==> config.mk <==
export PLATFORM = sky130hd
export DESIGN_NAME = branch_predictor
export DESIGN_NICKNAME = d
export VERILOG_FILES = /design/src/rtl/branch_predictor_pkg.sv /design/src/rtl/branch_predictor_bht_table.sv /design/src/rtl/branch_predictor.sv
export SDC_FILE = /design/constraint.sdc
export NUM_CORES = 1
export LEC_CHECK = 0
export ABC_CLOCK_PERIOD_IN_PS = 4800
export BUFFER_PORTS_ARGS = -buffer_cell sky130_fd_sc_hd__buf_2
export CORE_ASPECT_RATIO = 1.75
export CORE_MARGIN = 4
export CORE_UTILIZATION = 56
export DETAILED_ROUTE_END_ITERATION = 8
export PLACE_DENSITY = 0.81
export RECOVER_POWER = 50
export SLEW_MARGIN = 20
export SYNTH_ARGS = -nofsm -noshare
export SYNTH_HDL_FRONTEND = slang
export SYNTH_SLANG_ARGS = --single-unit
==> constraint.sdc <==
create_clock -name i_clk -period 4.8 [get_ports i_clk]
set_input_delay 0.96 -clock i_clk [delete_from_list [all_inputs] [get_ports i_clk]]
set_output_delay 0.96 -clock i_clk [all_outputs]
set_load 0.02 [all_outputs]
==> src/rtl/branch_predictor_pkg.sv <==
// Shared types for the bimodal branch predictor: 2-bit counter encodings and
// table geometry helpers.
package branch_predictor_pkg;

  typedef enum logic [1:0] {
    CntSnt = 2'b00,
    CntWnt = 2'b01,
    CntWt  = 2'b10,
    CntSt  = 2'b11
  } bht_cnt_e;

  // Saturating step of a 2-bit counter towards the observed outcome.
  function automatic bht_cnt_e bht_step(input bht_cnt_e cnt, input logic taken);
    bht_cnt_e res;
    res = cnt;
    if (taken && cnt != CntSt) begin
      res = bht_cnt_e'(cnt + 2'b01);
    end else if (!taken && cnt != CntSnt) begin
      res = bht_cnt_e'(cnt - 2'b01);
    end
    return res;
  endfunction

endpackage

==> src/rtl/branch_predictor_bht_table.sv <==
// Bimodal history table: array of 2-bit saturating counters with one
// combinational read port and one synchronous update port.
module bht_table
  import branch_predictor_pkg::*;
#(
  parameter int unsigned Entries = 64,
  parameter int unsigned IdxW    = $clog2(Entries)
) (
  input  logic            clk_i,
  input  logic            rst_ni,
  input  logic [IdxW-1:0] rd_idx_i,
  output bht_cnt_e        rd_cnt_o,
  input  logic            wr_en_i,
  input  logic [IdxW-1:0] wr_idx_i,
  input  logic            wr_taken_i
);

  bht_cnt_e cnt_q [Entries];

  // No bypass: a same-cycle update is only visible after the edge.
  assign rd_cnt_o = cnt_q[rd_idx_i];

  always_ff @(posedge clk_i or negedge rst_ni) begin
    if (!rst_ni) begin
      for (int i = 0; i < Entries; i++) begin
        cnt_q[i] <= CntWnt;
      end
    end else if (wr_en_i) begin
      cnt_q[wr_idx_i] <= bht_step(cnt_q[wr_idx_i], wr_taken_i);
    end
  end

endmodule

==> src/rtl/branch_predictor.sv <==
// Decode-stage bimodal predictor and execute-stage resolver issuing a one-cycle
// registered redirect/flush on mispredict, plus wrapping performance counters.
module branch_predictor
  import branch_predictor_pkg::*;
#(
  parameter int unsigned BHT_ENTRIES = 64
) (
  input  logic        i_clk,
  input  logic        i_rst_n,
  input  logic        i_id_valid,
  input  logic        i_id_is_branch,
  input  logic [31:0] i_id_pc,
  input  logic [31:0] i_id_imm,
  output logic        o_id_pred_taken,
  output logic [31:0] o_id_target,
  input  logic        i_ex_valid,
  input  logic        i_ex_is_branch,
  input  logic [31:0] i_ex_pc,
  input  logic [31:0] i_ex_target,
  input  logic        i_ex_pred_taken,
  input  logic        i_ex_taken,
  input  logic        i_stall,
  output logic        o_redirect,
  output logic [31:0] o_redirect_pc,
  output logic        o_flush,
  output logic [31:0] o_branch_count,
  output logic [31:0] o_mispredict_count
);

  localparam int unsigned IdxW = $clog2(BHT_ENTRIES);

  logic        redirect_q, redirect_d;
  logic [31:0] redirect_pc_q, redirect_pc_d;
  logic [31:0] branch_cnt_q, branch_cnt_d;
  logic [31:0] mispred_cnt_q, mispred_cnt_d;
  logic        resolve, mispredict;
  bht_cnt_e    id_cnt;

  bht_table #(
    .Entries (BHT_ENTRIES),
    .IdxW    (IdxW)
  ) u_bht (
    .clk_i      (i_clk),
    .rst_ni     (i_rst_n),
    .rd_idx_i   (i_id_pc[IdxW+1:2]),
    .rd_cnt_o   (id_cnt),
    .wr_en_i    (resolve),
    .wr_idx_i   (i_ex_pc[IdxW+1:2]),
    .wr_taken_i (i_ex_taken)
  );

  assign o_id_pred_taken = i_id_valid & i_id_is_branch & id_cnt[1];
  assign o_id_target     = i_id_pc + i_id_imm;

  // The execute slot is wrong-path while a redirect is being issued.
  assign resolve    = i_ex_valid & i_ex_is_branch & ~i_stall & ~redirect_q;
  assign mispredict = resolve & (i_ex_taken != i_ex_pred_taken);

  always_comb begin
    redirect_d    = mispredict;
    redirect_pc_d = redirect_pc_q;
    branch_cnt_d  = branch_cnt_q;
    mispred_cnt_d = mispred_cnt_q;
    if (resolve) begin
      branch_cnt_d = branch_cnt_q + 32'd1;
    end
    if (mispredict) begin
      redirect_pc_d = i_ex_taken ? i_ex_target : i_ex_pc + 32'd4;
      mispred_cnt_d = mispred_cnt_q + 32'd1;
    end
  end

  always_ff @(posedge i_clk or negedge i_rst_n) begin
    if (!i_rst_n) begin
      redirect_q    <= 1'b0;
      redirect_pc_q <= '0;
      branch_cnt_q  <= '0;
      mispred_cnt_q <= '0;
    end else begin
      redirect_q    <= redirect_d;
      redirect_pc_q <= redirect_pc_d;
      branch_cnt_q  <= branch_cnt_d;
      mispred_cnt_q <= mispred_cnt_d;
    end
  end

  assign o_redirect         = redirect_q;
  assign o_flush            = redirect_q;
  assign o_redirect_pc      = redirect_pc_q;
  assign o_branch_count     = branch_cnt_q;
  assign o_mispredict_count = mispred_cnt_q;

endmodule

==> flow_metrics.tcl <==
set metrics [dict create \
    slowest_stage "fa_1" \
    reg2regPathDepth 12 \
    powerDensity_nw_per_um2 333.0 \
    io_buffers 267 \
    ant_nets 0 \
    first_pass_iters 5 \
    cp-start-kind "input port" \
    max_freq_ghz 0.2181 \
    drive_gt1_share_pct 35.96 \
    worst_hold_path.num_cells 1 \
    dp_hpwl_um 30950 \
    min_period_ns 4.584 \
    grt_overflow_total 0 \
    postCtsSetupBuffers 0 \
    tightestPinTransition_ns 3.242 \
    cts_tree "yes" \
    ys_types 75 \
    max-vdd-ir-drop_v 0.0002996 \
    dr_wl_met3_um 2723 \
    cp_data_required_time_ns 3.84 \
    first_iter_violations 1026 \
    crit_fanout 3 \
    route.detailed.drc 0 \
    rsz0062_at_grt "no" \
    stdcell_area_um2 15860 \
    fin_tns_setup_ns 0 \
    finalWirelength_um 40980 \
    clock_sinks 225 \
    area_growth_pct 18.38 \
    hp-class "register to register" \
    die_w_um 124.9 \
    synth_nets 1445 \
    fillerInstances 1807 \
    synth_edf_count 0 \
    status "complete, but fails checks" \
    ys_ff_latch 225 \
    ioPinCount 268 \
    ys_seq_area_share_pct 42.61 \
    crit_path_end_kind "output port" \
    timing.final.crit_share_pct 95.50 \
    die_h_um 212.6 \
    dieArea_um2 26570 \
    cts_buffers 22 \
    core_area_um2 23430 \
    synthArstFlopShare_pct 100.0 \
    synth_cells 1271 \
    violations "max-capacitance violations, max-slew violations" \
    clkLatencyLatePin_ns 0.52 \
    grt_pass1_vias 11710 \
    avgSynthCellArea_um2 10.54 \
    routed-via-count 11410 \
    htree_levels 1 \
    critPathArrivalTime_ns 3.62 \
    max_stage_delay_ns 0.45 \
    cp_cell_sequence "buf_2 -> ha_1 -> fa_1 -> a211oi_1 -> nor2_1 -> o31ai_2 -> a211oi_1 -> o31ai_1 -> buf_4 -> o21ai_0 -> or3_1 -> nand4_1 -> buf_2" \
    wire_per_inst_um 21.90 \
    core.rowCount 74 \
    path_class "input port to output port" \
    hold_buffers 0 \
    start_util_pct 57.21 \
    grt_start_max_net_pins 128 \
    slew_violations 195 \
    synth_ff_type "dfrtp_1" \
    cts.path.max_buffers 3 \
    ys_warn_count 0 \
    clkTransAtPathRegs_ns 0.06 \
    final-hold-violation-count 0 \
    placed_area_um2 15120 \
    setup_viol_count_final 0 \
    root_buffer "clkbuf_16" \
    antenna_found_initial 4 \
    met1_length_um 14050 \
    clock_skew_ns 0.02200 \
    max_cap_viol_count 2 \
    gp_congestion 1.008 \
    syn_area_um2 13400 \
    grt.total_usage_pct 29.89 \
    slew_headroom_pct -116.2 \
    grt_pass1_wl_um 63140 \
    nNetsFinal 1721 \
    maxUsedRoutingLayer "met4" \
    wl_met2_um 21300 \
    whs_ns 0.4664 \
    leakage_uw 0.007425 \
    post_cts_resized 0 \
    vias_per_cell 6.098 \
]
[cell type report]
type | instances | area (um2) | area share, %
inverters | 23 | 86.33 | 0.5443
diodes | 4 | 10.01 | 0.06310
well taps | 304 | 380.4 | 2.398
repair buffers | 309 | 1615 | 10.18
clock inverters | 7 | 138.9 | 0.8755
flip-flops and latches | 225 | 5710 | 36.00
clock buffers | 33 | 663.1 | 4.180
multi-input cells | 966 | 7258 | 45.76
[registers in the layout, indices dropped and copies added (netlist names)]
name / count
u_bht.cnt_q: 128
o_mispredict_count: 32
o_flush: 1
o_redirect_pc: 32
o_branch_count: 32
[worst paths after layout]
check	end	slack, ns	startpoint
setup / recovery	o_id_target[28]	0.22	i_id_imm[0]
hold / removal	o_branch_count[31]	0.47	o_branch_count[31]
setup reg to reg	u_bht.cnt_q[108]	1.20	u_bht.cnt_q[120]
hold reg to reg	o_branch_count[31]	0.47	o_branch_count[31]
max in group asynchronous	o_branch_count[29]	1.16	i_rst_n
min in group asynchronous	u_bht.cnt_q[99]	1.46	i_rst_n
[metal layers]
| layer | vias up | global-route usage (%) |
|---|---|---|
| met5 | - | 0 |
| li1 | 5103 | - |
| met1 | 5525 | 32.25 |
| met4 | 0 | 18.97 |
| met3 | 188 | 4.525 |
| met2 | 594 | 54.58 |
[through the flow]
stage | util, % | power (uW) | instances | setup WS [ns]
3_5_place_dp | 64.54 | 3411 | 1827 | 0.1432
3_3_place_gp | 64.54 | 3379 | 1827 | 0.1807
6_report | 67.72 | 5282 | 1871 | 0.2160
4_1_cts | 67.97 | 5317 | 1867 | 0.1553
2_1_floorplan | - | 2935 | 1271 | 0.3528
5_1_grt | 67.72 | 5490 | 1871 | 0.01254
[where the power goes]
part / switching [uW] / total (uW) / internal (uW)
combinational: 744 / 1180 / 433
sequential: 122 / 2200 / 2080
clock: 735 / 1910 / 1170
[cell usage after synthesis (8+ instances only)]
cell / n / area [um2]
mux2i_1: 19 / 190.2
o21ai_0: 51 / 255.2
nand2_1: 134 / 503.0
nor2_1: 121 / 454.2
nand4_1: 13 / 81.33
mux2_2: 139 / 1565
clkbuf_1: 20 / 75.07
and3_1: 22 / 137.6
mux4_2: 31 / 698.2
or3_1: 14 / 87.58
ha_1: 36 / 450.4
dfstp_2: 64 / 1682
xor2_1: 46 / 402.9
nand2b_1: 9 / 56.30
a22oi_1: 9 / 67.56
nor2b_1: 9 / 56.30
nand3_1: 43 / 215.2
and2_1: 8 / 50.05
inv_1: 21 / 78.83
xnor2_1: 65 / 569.3
buf_6: 13 / 146.4
nor3_1: 12 / 60.06
o21ai_1: 8 / 40.04
dfrtp_1: 161 / 4029
a221oi_1: 9 / 78.83
a21oi_1: 63 / 315.3
[cell usage in the layout (no fill, tap or decap), types with 6 or more instances in the layout]
| master | synthesis | final |
|---|---|---|
| a221oi_1 | 9 | 9 |
| nand2_1 | 134 | 134 |
| or3_1 | 14 | 14 |
| a22oi_1 | 9 | 9 |
| ha_1 | 36 | 36 |
| nand2b_1 | 9 | 9 |
| nor2b_1 | 9 | 9 |
| mux2i_1 | 19 | 19 |
| nand4_1 | 13 | 13 |
| buf_4 | 7 | 35 |
| nor3b_1 | 7 | 7 |
| mux2_2 | 139 | 139 |
| xnor2_1 | 65 | 65 |
| o211ai_1 | 6 | 6 |
| nand3_1 | 43 | 43 |
| xor2_1 | 46 | 46 |
| nor3_1 | 12 | 12 |
| clkbuf_1 | 20 | 44 |
| dfrtp_1 | 161 | 161 |
| a21oi_1 | 63 | 63 |
| a31oi_1 | 7 | 7 |
| o21ai_0 | 51 | 51 |
| and2_1 | 8 | 8 |
| inv_1 | 21 | 21 |
| buf_2 | 6 | 229 |
| o21ai_1 | 8 | 8 |
| clkbuf_16 | 0 | 23 |
| a211oi_1 | 6 | 6 |
| a21o_1 | 7 | 7 |
| and3_1 | 22 | 22 |
| nor2_1 | 121 | 121 |
| dfstp_2 | 64 | 64 |
| mux4_2 | 31 | 31 |
[worst max-delay path: cells and delay by family]
family / cells / cell delay [ns]
adder cells (fa/ha/maj): 2 / 0.66
AO/OA/AOI/OAI: 5 / 0.97
AND/OR/NAND/NOR: 3 / 0.58
buffers and inverters: 3 / 0.44
[kinds of logic after synthesis]
group	share of synthesized area, %
xor+xnor	7.460
simple gates	15.06
flops	42.61
mux	18.95
compound gates	9.141
buf+inv	3.259
fa+ha+maj	3.511
(Power assumes the default switching activity.)
